File: config.mk
export PLATFORM = sky130hd
export DESIGN_NAME = sync_lock_ctrl_flat
export DESIGN_NICKNAME = d
export VERILOG_FILES = /design/src/rtl/sync_lock_ctrl_if.sv /design/src/rtl/sync_lock_ctrl.sv /design/src/flat_wrapper.sv
export SDC_FILE = /design/constraint.sdc
export NUM_CORES = 1
export LEC_CHECK = 0
export CORE_MARGIN = 8
export CORE_UTILIZATION = 40
export CTS_CLUSTER_DIAMETER = 100
export DETAILED_ROUTE_END_ITERATION = 10
export GPL_TIMING_DRIVEN = 0
export PLACE_DENSITY = 0.68
export SLEW_MARGIN = 40
export SYNTH_ARGS = -nofsm -noshare
export SYNTH_HDL_FRONTEND = slang
export SYNTH_SLANG_ARGS = --single-unit
File: constraint.sdc
create_clock -name clk_i -period 2.4 [get_ports clk_i]
set_input_delay 0.48 -clock clk_i [delete_from_list [all_inputs] [get_ports clk_i]]
set_output_delay 0.48 -clock clk_i [all_outputs]
set_load 0.1 [all_outputs]
File: src/rtl/sync_lock_ctrl_if.sv
// sync_lock_ctrl_if: seeker-bank and header-monitor signals of sync_lock_ctrl; SYNC_LOCK_CTRL_STATS_EN adds stats outputs
interface sync_lock_ctrl_if #(
  parameter int N_SEEKERS = 4
);
  logic                   force_resync_i;
  logic                   buffer_dv_i;
  logic [N_SEEKERS-1:0]   seeker_synced_i;
  logic [7*N_SEEKERS-1:0] seeker_offset_i;
  logic [1:0]             hdr_i;
  logic                   hdr_vld_i;
  logic                   seeker_rst_o;
  logic                   locked_o;
  logic [6:0]             offset_o;
  logic [2:0]             winner_o;
  logic                   lock_lost_o;
`ifdef SYNC_LOCK_CTRL_STATS_EN
  logic [15:0]            lock_loss_cnt_o;
  logic [15:0]            tmo_cnt_o;
`endif
  // master is the RX path environment, slave is the controller
  modport master (
    output force_resync_i, buffer_dv_i, seeker_synced_i, seeker_offset_i, hdr_i, hdr_vld_i,
`ifdef SYNC_LOCK_CTRL_STATS_EN
    input  lock_loss_cnt_o, tmo_cnt_o,
`endif
    input  seeker_rst_o, locked_o, offset_o, winner_o, lock_lost_o
  );
  modport slave (
    input  force_resync_i, buffer_dv_i, seeker_synced_i, seeker_offset_i, hdr_i, hdr_vld_i,
`ifdef SYNC_LOCK_CTRL_STATS_EN
    output lock_loss_cnt_o, tmo_cnt_o,
`endif
    output seeker_rst_o, locked_o, offset_o, winner_o, lock_lost_o
  );
endinterface

File: src/rtl/sync_lock_ctrl.sv
// sync_lock_ctrl: header-seeker bank sequencer and loss-of-lock monitor; SYNC_LOCK_CTRL_STATS_EN adds loss/timeout counters
module sync_lock_ctrl #(
  parameter int N_SEEKERS  = 4,
  parameter int RST_CYCLES = 2,
  parameter int SEARCH_TMO = 1024,
  parameter int WIN_LEN    = 64,
  parameter int ERR_MAX    = 8
) (
  input logic clk_i,
  input logic rst_i,
  sync_lock_ctrl_if.slave bus
);
  localparam int RW = $clog2(RST_CYCLES + 1);
  localparam int TW = $clog2(SEARCH_TMO + 1);
  localparam int WW = $clog2(WIN_LEN + 1);
  localparam int EW = $clog2(ERR_MAX + 1);
  typedef enum logic [1:0] {RESTART, SEARCH, LOCKED} state_t;
  state_t state, state_nxt;
  logic [RW-1:0] rst_cnt;
  logic [TW-1:0] tmo_cnt;
  logic [WW-1:0] win_cnt;
  logic [EW-1:0] err_cnt;
  logic [2:0] pick;
  logic [6:0] pick_off;
  logic [6:0] offset;
  logic [2:0] winner;
  logic lock_lost;
  logic frc, bad, rst_done, take, tmo_hit, err_hit, roll;
  assign frc      = bus.force_resync_i;
  assign bad      = ~^bus.hdr_i;
  assign rst_done = rst_cnt >= RW'(RST_CYCLES - 1);
  assign take     = state == SEARCH && bus.buffer_dv_i && |bus.seeker_synced_i;
  assign tmo_hit  = state == SEARCH && bus.buffer_dv_i && !take && tmo_cnt >= TW'(SEARCH_TMO - 1);
  assign err_hit  = state == LOCKED && bus.hdr_vld_i && bad && err_cnt >= EW'(ERR_MAX - 1);
  assign roll     = state == LOCKED && bus.hdr_vld_i && win_cnt >= WW'(WIN_LEN - 1);
  // lowest set index wins; scanning downward lets the lowest overwrite the rest
  always_comb begin
    pick = '0;
    pick_off = '0;
    for (int k = N_SEEKERS - 1; k >= 0; k--)
      if (bus.seeker_synced_i[k]) begin
        pick = 3'(k);
        pick_off = bus.seeker_offset_i[7*k +: 7];
      end
  end
  // force beats everything, a sync on the timeout strobe beats the timeout
  always_comb begin
    state_nxt = frc ? RESTART :
                (state == RESTART && rst_done) ? SEARCH :
                take ? LOCKED :
                (tmo_hit || err_hit) ? RESTART : state;
  end
  // state register
  always_ff @(posedge clk_i or posedge rst_i)
    if (rst_i) state <= RESTART;
    else state <= state_nxt;
  // counters are cleared whenever their state is left or forced, so every entry starts fresh
  always_ff @(posedge clk_i or posedge rst_i)
    if (rst_i) begin
      rst_cnt <= '0;
      tmo_cnt <= '0;
      win_cnt <= '0;
      err_cnt <= '0;
      offset <= '0;
      winner <= '0;
      lock_lost <= 1'b0;
    end else begin
      lock_lost <= !frc && (tmo_hit || err_hit);
      rst_cnt <= (state == RESTART && !frc && !rst_done) ? rst_cnt + 1'b1 : '0;
      tmo_cnt <= (state != SEARCH || frc || take || tmo_hit) ? '0 :
                 (bus.buffer_dv_i && tmo_cnt != TW'(SEARCH_TMO)) ? tmo_cnt + 1'b1 : tmo_cnt;
      win_cnt <= (state != LOCKED || frc || err_hit || roll) ? '0 :
                 (bus.hdr_vld_i && win_cnt != WW'(WIN_LEN)) ? win_cnt + 1'b1 : win_cnt;
      err_cnt <= (state != LOCKED || frc || err_hit || roll) ? '0 :
                 (bus.hdr_vld_i && bad && err_cnt != EW'(ERR_MAX)) ? err_cnt + 1'b1 : err_cnt;
      if (take && !frc) begin
        offset <= pick_off;
        winner <= pick;
      end
    end
  assign bus.seeker_rst_o = state == RESTART;
  assign bus.locked_o     = state == LOCKED;
  assign bus.offset_o     = offset;
  assign bus.winner_o     = winner;
  assign bus.lock_lost_o  = lock_lost;
`ifdef SYNC_LOCK_CTRL_STATS_EN
  logic [15:0] loss_cnt, tmo_evt_cnt;
  // saturating event counters, cleared only by reset
  always_ff @(posedge clk_i or posedge rst_i)
    if (rst_i) begin
      loss_cnt <= '0;
      tmo_evt_cnt <= '0;
    end else begin
      if (err_hit && !frc && loss_cnt != 16'hFFFF) loss_cnt <= loss_cnt + 1'b1;
      if (tmo_hit && !frc && tmo_evt_cnt != 16'hFFFF) tmo_evt_cnt <= tmo_evt_cnt + 1'b1;
    end
  assign bus.lock_loss_cnt_o = loss_cnt;
  assign bus.tmo_cnt_o       = tmo_evt_cnt;
`endif
endmodule

File: src/flat_wrapper.sv
// flat-port wrapper written by rule: the top's interface ports become plain ports
module sync_lock_ctrl_flat 
#(
  parameter int N_SEEKERS  = 4,
  parameter int RST_CYCLES = 2,
  parameter int SEARCH_TMO = 1024,
  parameter int WIN_LEN    = 64,
  parameter int ERR_MAX    = 8
)
  (clk_i, rst_i, bus_force_resync_i, bus_buffer_dv_i, bus_seeker_synced_i, bus_seeker_offset_i, bus_hdr_i, bus_hdr_vld_i, bus_seeker_rst_o, bus_locked_o, bus_offset_o, bus_winner_o, bus_lock_lost_o);
  sync_lock_ctrl_if #(.N_SEEKERS(N_SEEKERS)) bus_i ();
  input logic clk_i;
  input logic rst_i;
  input wire logic [$bits(bus_i.force_resync_i)-1:0] bus_force_resync_i;
  input wire logic [$bits(bus_i.buffer_dv_i)-1:0] bus_buffer_dv_i;
  input wire logic [$bits(bus_i.seeker_synced_i)-1:0] bus_seeker_synced_i;
  input wire logic [$bits(bus_i.seeker_offset_i)-1:0] bus_seeker_offset_i;
  input wire logic [$bits(bus_i.hdr_i)-1:0] bus_hdr_i;
  input wire logic [$bits(bus_i.hdr_vld_i)-1:0] bus_hdr_vld_i;
  output wire logic [$bits(bus_i.seeker_rst_o)-1:0] bus_seeker_rst_o;
  output wire logic [$bits(bus_i.locked_o)-1:0] bus_locked_o;
  output wire logic [$bits(bus_i.offset_o)-1:0] bus_offset_o;
  output wire logic [$bits(bus_i.winner_o)-1:0] bus_winner_o;
  output wire logic [$bits(bus_i.lock_lost_o)-1:0] bus_lock_lost_o;
  assign bus_i.force_resync_i = bus_force_resync_i;
  assign bus_i.buffer_dv_i = bus_buffer_dv_i;
  assign bus_i.seeker_synced_i = bus_seeker_synced_i;
  assign bus_i.seeker_offset_i = bus_seeker_offset_i;
  assign bus_i.hdr_i = bus_hdr_i;
  assign bus_i.hdr_vld_i = bus_hdr_vld_i;
  assign bus_seeker_rst_o = bus_i.seeker_rst_o;
  assign bus_locked_o = bus_i.locked_o;
  assign bus_offset_o = bus_i.offset_o;
  assign bus_winner_o = bus_i.winner_o;
  assign bus_lock_lost_o = bus_i.lock_lost_o;
  sync_lock_ctrl #(.N_SEEKERS(N_SEEKERS), .RST_CYCLES(RST_CYCLES), .SEARCH_TMO(SEARCH_TMO), .WIN_LEN(WIN_LEN), .ERR_MAX(ERR_MAX)) u_core (.clk_i(clk_i), .rst_i(rst_i), .bus(bus_i));
endmodule
==> impl_results.rst <==
.. list-table::
   :header-rows: 1

   * - Metric
     - Value
   * - Result of the run
     - finished clean
   * - Number of H-tree branching levels
     - 2
   * - Fin crit period
     - 2.15 ns
   * - Sequential share of the synthesized area
     - 45.0%
   * - Clock latency on the worst-skew pair
     - 0.29 ns
   * - Slew margin rel.
     - 65.6%
   * - Effective utilization at floorplan
     - 41.8%
   * - Period utilization
     - 89.6%
   * - Final std cells w/o fill
     - 334
   * - Post-CTS setup-driven buffer insertion count
     - 0
   * - Antenna-violating nets left
     - 0
   * - Arrival time of data at the critical path endpoint
     - 2.33 ns
   * - Detail-routed via count per cell
     - 5.22
   * - Layout cells sized above 1
     - 12.4%
   * - Final wirelength
     - 5.00 mm
   * - Last weighted congestion value of the routability-driven placer
     - 0.870
   * - Overall die area
     - 7520 um2
   * - Final-report setup violation count
     - 0
   * - Area growth from synthesis to layout
     - 31.1%
   * - Number of global-route vias before repair
     - 1814
   * - Worst setup SP type
     - input pin
   * - Antenna violations before repair
     - 0
   * - Final hold slack
     - 0.474 ns
   * - Layout fillers
     - 445
   * - Maximum clock rate
     - 465 MHz
   * - Final total power
     - 0.00223 W
   * - Cell at the root of the clock tree
     - sky130_fd_sc_hd__clkbuf_8
   * - Peak ir drop on the vdd network
     - 0.696 mV
   * - Number of buffers added to fix hold violations after cts
     - 0
   * - Worst Max-Slew Pin Slew
     - 0.515 ns
   * - CTS buffer count
     - 5
   * - Remaining Overflow, GRT
     - 0
   * - Worst setup path class
     - input pin to register
   * - Antenna diodes
     - 0
   * - Standard cell core area
     - 4790 um2
   * - DR iter-0 viols
     - 74
   * - Number of hold-slack violations in the final timing report
     - 0
   * - Number of detailed-routing iterations run before antenna repair
     - 4
   * - CTS sink count
     - 36
   * - Row Count
     - 25
   * - Number of distinct library cells after synthesis
     - 45
   * - Pwr per Cell Area
     - 852 nW/um2
   * - Total instance count after detailed placement
     - 326
   * - DRC viols
     - 0
   * - Global-route wire length before repair
     - 8.39 mm
   * - Post-Synthesis Net Count
     - 256
   * - Routed wire per std cell
     - 15.0 um
   * - P_leak
     - 1.12 nW
   * - Height of the die
     - 86.7 um
   * - Overall routing resource usage
     - 14.1%
   * - Count of buffers inserted at the top-level ports
     - 48
   * - Max-cap violations
     - 0
   * - Area share of the leading cell type in the synthesized netlist
     - 45.0%
   * - Yosys synthesis warning count
     - 0
   * - Buffer levels on the longest clock path
     - 2
   * - Synthesized netlist cell count
     - 210
   * - Post-synth design cell area
     - 2000 um2
   * - Post-DP HPWL
     - 3.90 mm
   * - Hold/Removal Path Class
     - register to register
   * - Fin nets
     - 312
   * - Total of cells resized after clock tree synthesis
     - 0
   * - Number of synthesized register bits
     - 36
   * - Peak fanout along the critical path
     - 10
   * - Overall die width
     - 86.7 um
   * - TritonCTS clock tree
     - done
   * - I/O pin cnt
     - 52
   * - Post-synthesis cell type with the largest combined area
     - sky130_fd_sc_hd__dfrtp_1
   * - Critical path capture point type
     - register
   * - Post-Route Setup TNS
     - 0 ns
   * - Clock input transition at the sequential cells of the worst setup and hold paths
     - 0.07 ns
   * - Routed via count
     - 1745
   * - RSZ-0062 raised after global routing
     - false
   * - Slew Viols, Final
     - 0
   * - Biggest area contributors in the synthesized netlist
     - sky130_fd_sc_hd__dfrtp_1, sky130_fd_sc_hd__ha_1, sky130_fd_sc_hd__xnor2_1, sky130_fd_sc_hd__nor2_1, sky130_fd_sc_hd__nor3_1
   * - Synth Area per Inst
     - 9.53 um2
   * - Maximum number of pins on one net before global-route repair
     - 23
   * - CP Data Required Time
     - 2.58 ns
   * - Worst-case clock skew
     - 0.00710 ns
## critical path, cell delays in order
cell and delay (ns):
sky130_fd_sc_hd__clkdlybuf4s50_1 0.45, sky130_fd_sc_hd__or4_1 0.63, sky130_fd_sc_hd__or3b_1 0.20, sky130_fd_sc_hd__buf_2 0.21, sky130_fd_sc_hd__buf_4 0.21, sky130_fd_sc_hd__nand2_1 0.07, sky130_fd_sc_hd__o31ai_1 0.08
## state kept, by name, indices dropped and copies added, names as in the netlist
register and flops:
u_core.state 2, u_core.win_cnt 7, u_core.tmo_cnt 11, u_core.rst_cnt 2, u_core.bus.lock_lost_o 1, u_core.bus.offset_o 7
u_core.bus.winner_o 2, u_core.err_cnt 4
## metal layers
metal  routed length [um]  vias to the layer above  track usage (%)
met5                    0                        -                0
met4                   57                        0             4.38
met3                  268                        8             4.82
met2                 2540                       40             23.5
met1                 2130                      824             16.4
li1                     -                      873                -
## through the flow
| stage | util, % | setup slack [ns] | area, um2 |
|---|---|---|---|
| 3_5_place_dp | 53.0 | -0.0594 | 2530 |
| 2_1_floorplan | - | 0.212 | 2000 |
| 6_report | 54.8 | 0.249 | 2620 |
| 4_1_cts | 54.8 | 0.247 | 2620 |
| 5_1_grt | 54.8 | 0.191 | 2620 |
| 3_3_place_gp | 53.6 | -0.0171 | 2570 |
## Yosys cell counts (all sizes together)
cell / instances
nor2b: 2
o21ba: 1
o22ai: 7
o21ai: 2
nor2: 20
o2111ai: 1
o21a: 1
a21o: 2
nor4: 2
nor3: 14
nand3b: 2
o31ai: 8
mux2i: 3
and3: 1
or4: 3
clkbuf: 3
and4: 3
nor4b: 1
conb: 1
nand4: 7
dfrtp: 36
a211o: 1
buf: 6
ha: 7
xor2: 5
nand2: 16
or3b: 2
a221oi: 7
or2: 1
a41oi: 1
nand3: 7
o211ai: 1
inv: 17
xnor2: 9
a21oi: 6
a31oi: 4
## where the power goes
group          switching [W]  internal [W]  total [W]
Combinational       0.000835      0.000218    0.00105
Clock               0.000217      0.000202   0.000419
Sequential         0.0000588      0.000703   0.000762
## worst paths after layout
path                                        start                endpoint  slack [ns]  cells after the start
max in group asynchronous                   rst_i       u_core.tmo_cnt[2]        1.41                      3
setup / recovery           bus_seeker_synced_i[1]  u_core.bus.offset_o[6]        0.25                      7
hold / removal             u_core.bus.offset_o[3]  u_core.bus.offset_o[3]        0.47                      2
setup reg to reg                  u_core.state[1]  u_core.bus.offset_o[6]        0.51                      6
min in group asynchronous                   rst_i  u_core.bus.offset_o[4]        0.54                      2
hold reg to reg            u_core.bus.offset_o[3]  u_core.bus.offset_o[3]        0.47                      2
## cell families (layout without fill, tap and decap cells)
logic type / Yosys count / count (layout) / synth area share, %
and+or+nand+nor: 81 / 81 / 21.8
AOI/OAI and AO/OA: 42 / 42 / 15.6
DFF: 36 / 36 / 45.0
buffers and inverters: 26 / 83 / 5.38
xor gates and xnor gates: 14 / 14 / 6.13
adders and majority gates: 7 / 7 / 4.38
muxes: 3 / 3 / 1.50
other: 1 / 1 / 0.187
## placed cells by master, fill, tap and decap left out, types with 3 or more instances in the layout
master	Yosys	routed
sky130_fd_sc_hd__nor2_1	19	19
sky130_fd_sc_hd__nand4_1	6	6
sky130_fd_sc_hd__mux2i_1	3	3
sky130_fd_sc_hd__xor2_1	5	5
sky130_fd_sc_hd__clkbuf_8	0	5
sky130_fd_sc_hd__clkbuf_1	3	3
sky130_fd_sc_hd__a21oi_1	4	4
sky130_fd_sc_hd__nor3_1	14	14
sky130_fd_sc_hd__clkdlybuf4s50_1	0	36
sky130_fd_sc_hd__nand2_1	16	16
sky130_fd_sc_hd__inv_1	17	16
sky130_fd_sc_hd__a221oi_1	7	7
sky130_fd_sc_hd__and4_1	3	3
sky130_fd_sc_hd__xnor2_1	9	9
sky130_fd_sc_hd__o31ai_1	8	8
sky130_fd_sc_hd__dfrtp_1	36	36
sky130_fd_sc_hd__nand3_1	6	6
sky130_fd_sc_hd__a31oi_1	4	4
sky130_fd_sc_hd__ha_1	7	7
sky130_fd_sc_hd__buf_2	2	14
sky130_fd_sc_hd__o22ai_1	7	7
## layout make-up
class / count / area, um2 / share of cell area [%]
Timing Repair Buffer: 49 / 448 / 17.1
Multi-Input combinational cell: 148 / 995 / 37.9
Clock buffer: 5 / 68.8 / 2.62
Inverter: 17 / 63.8 / 2.43
Clock inverter: 3 / 18.8 / 0.716
Tap cell: 67 / 83.8 / 3.20
Buffer: 9 / 43.8 / 1.67
Sequential cell: 36 / 901 / 34.4
Note: power is estimated with default switching activity, not from simulation.
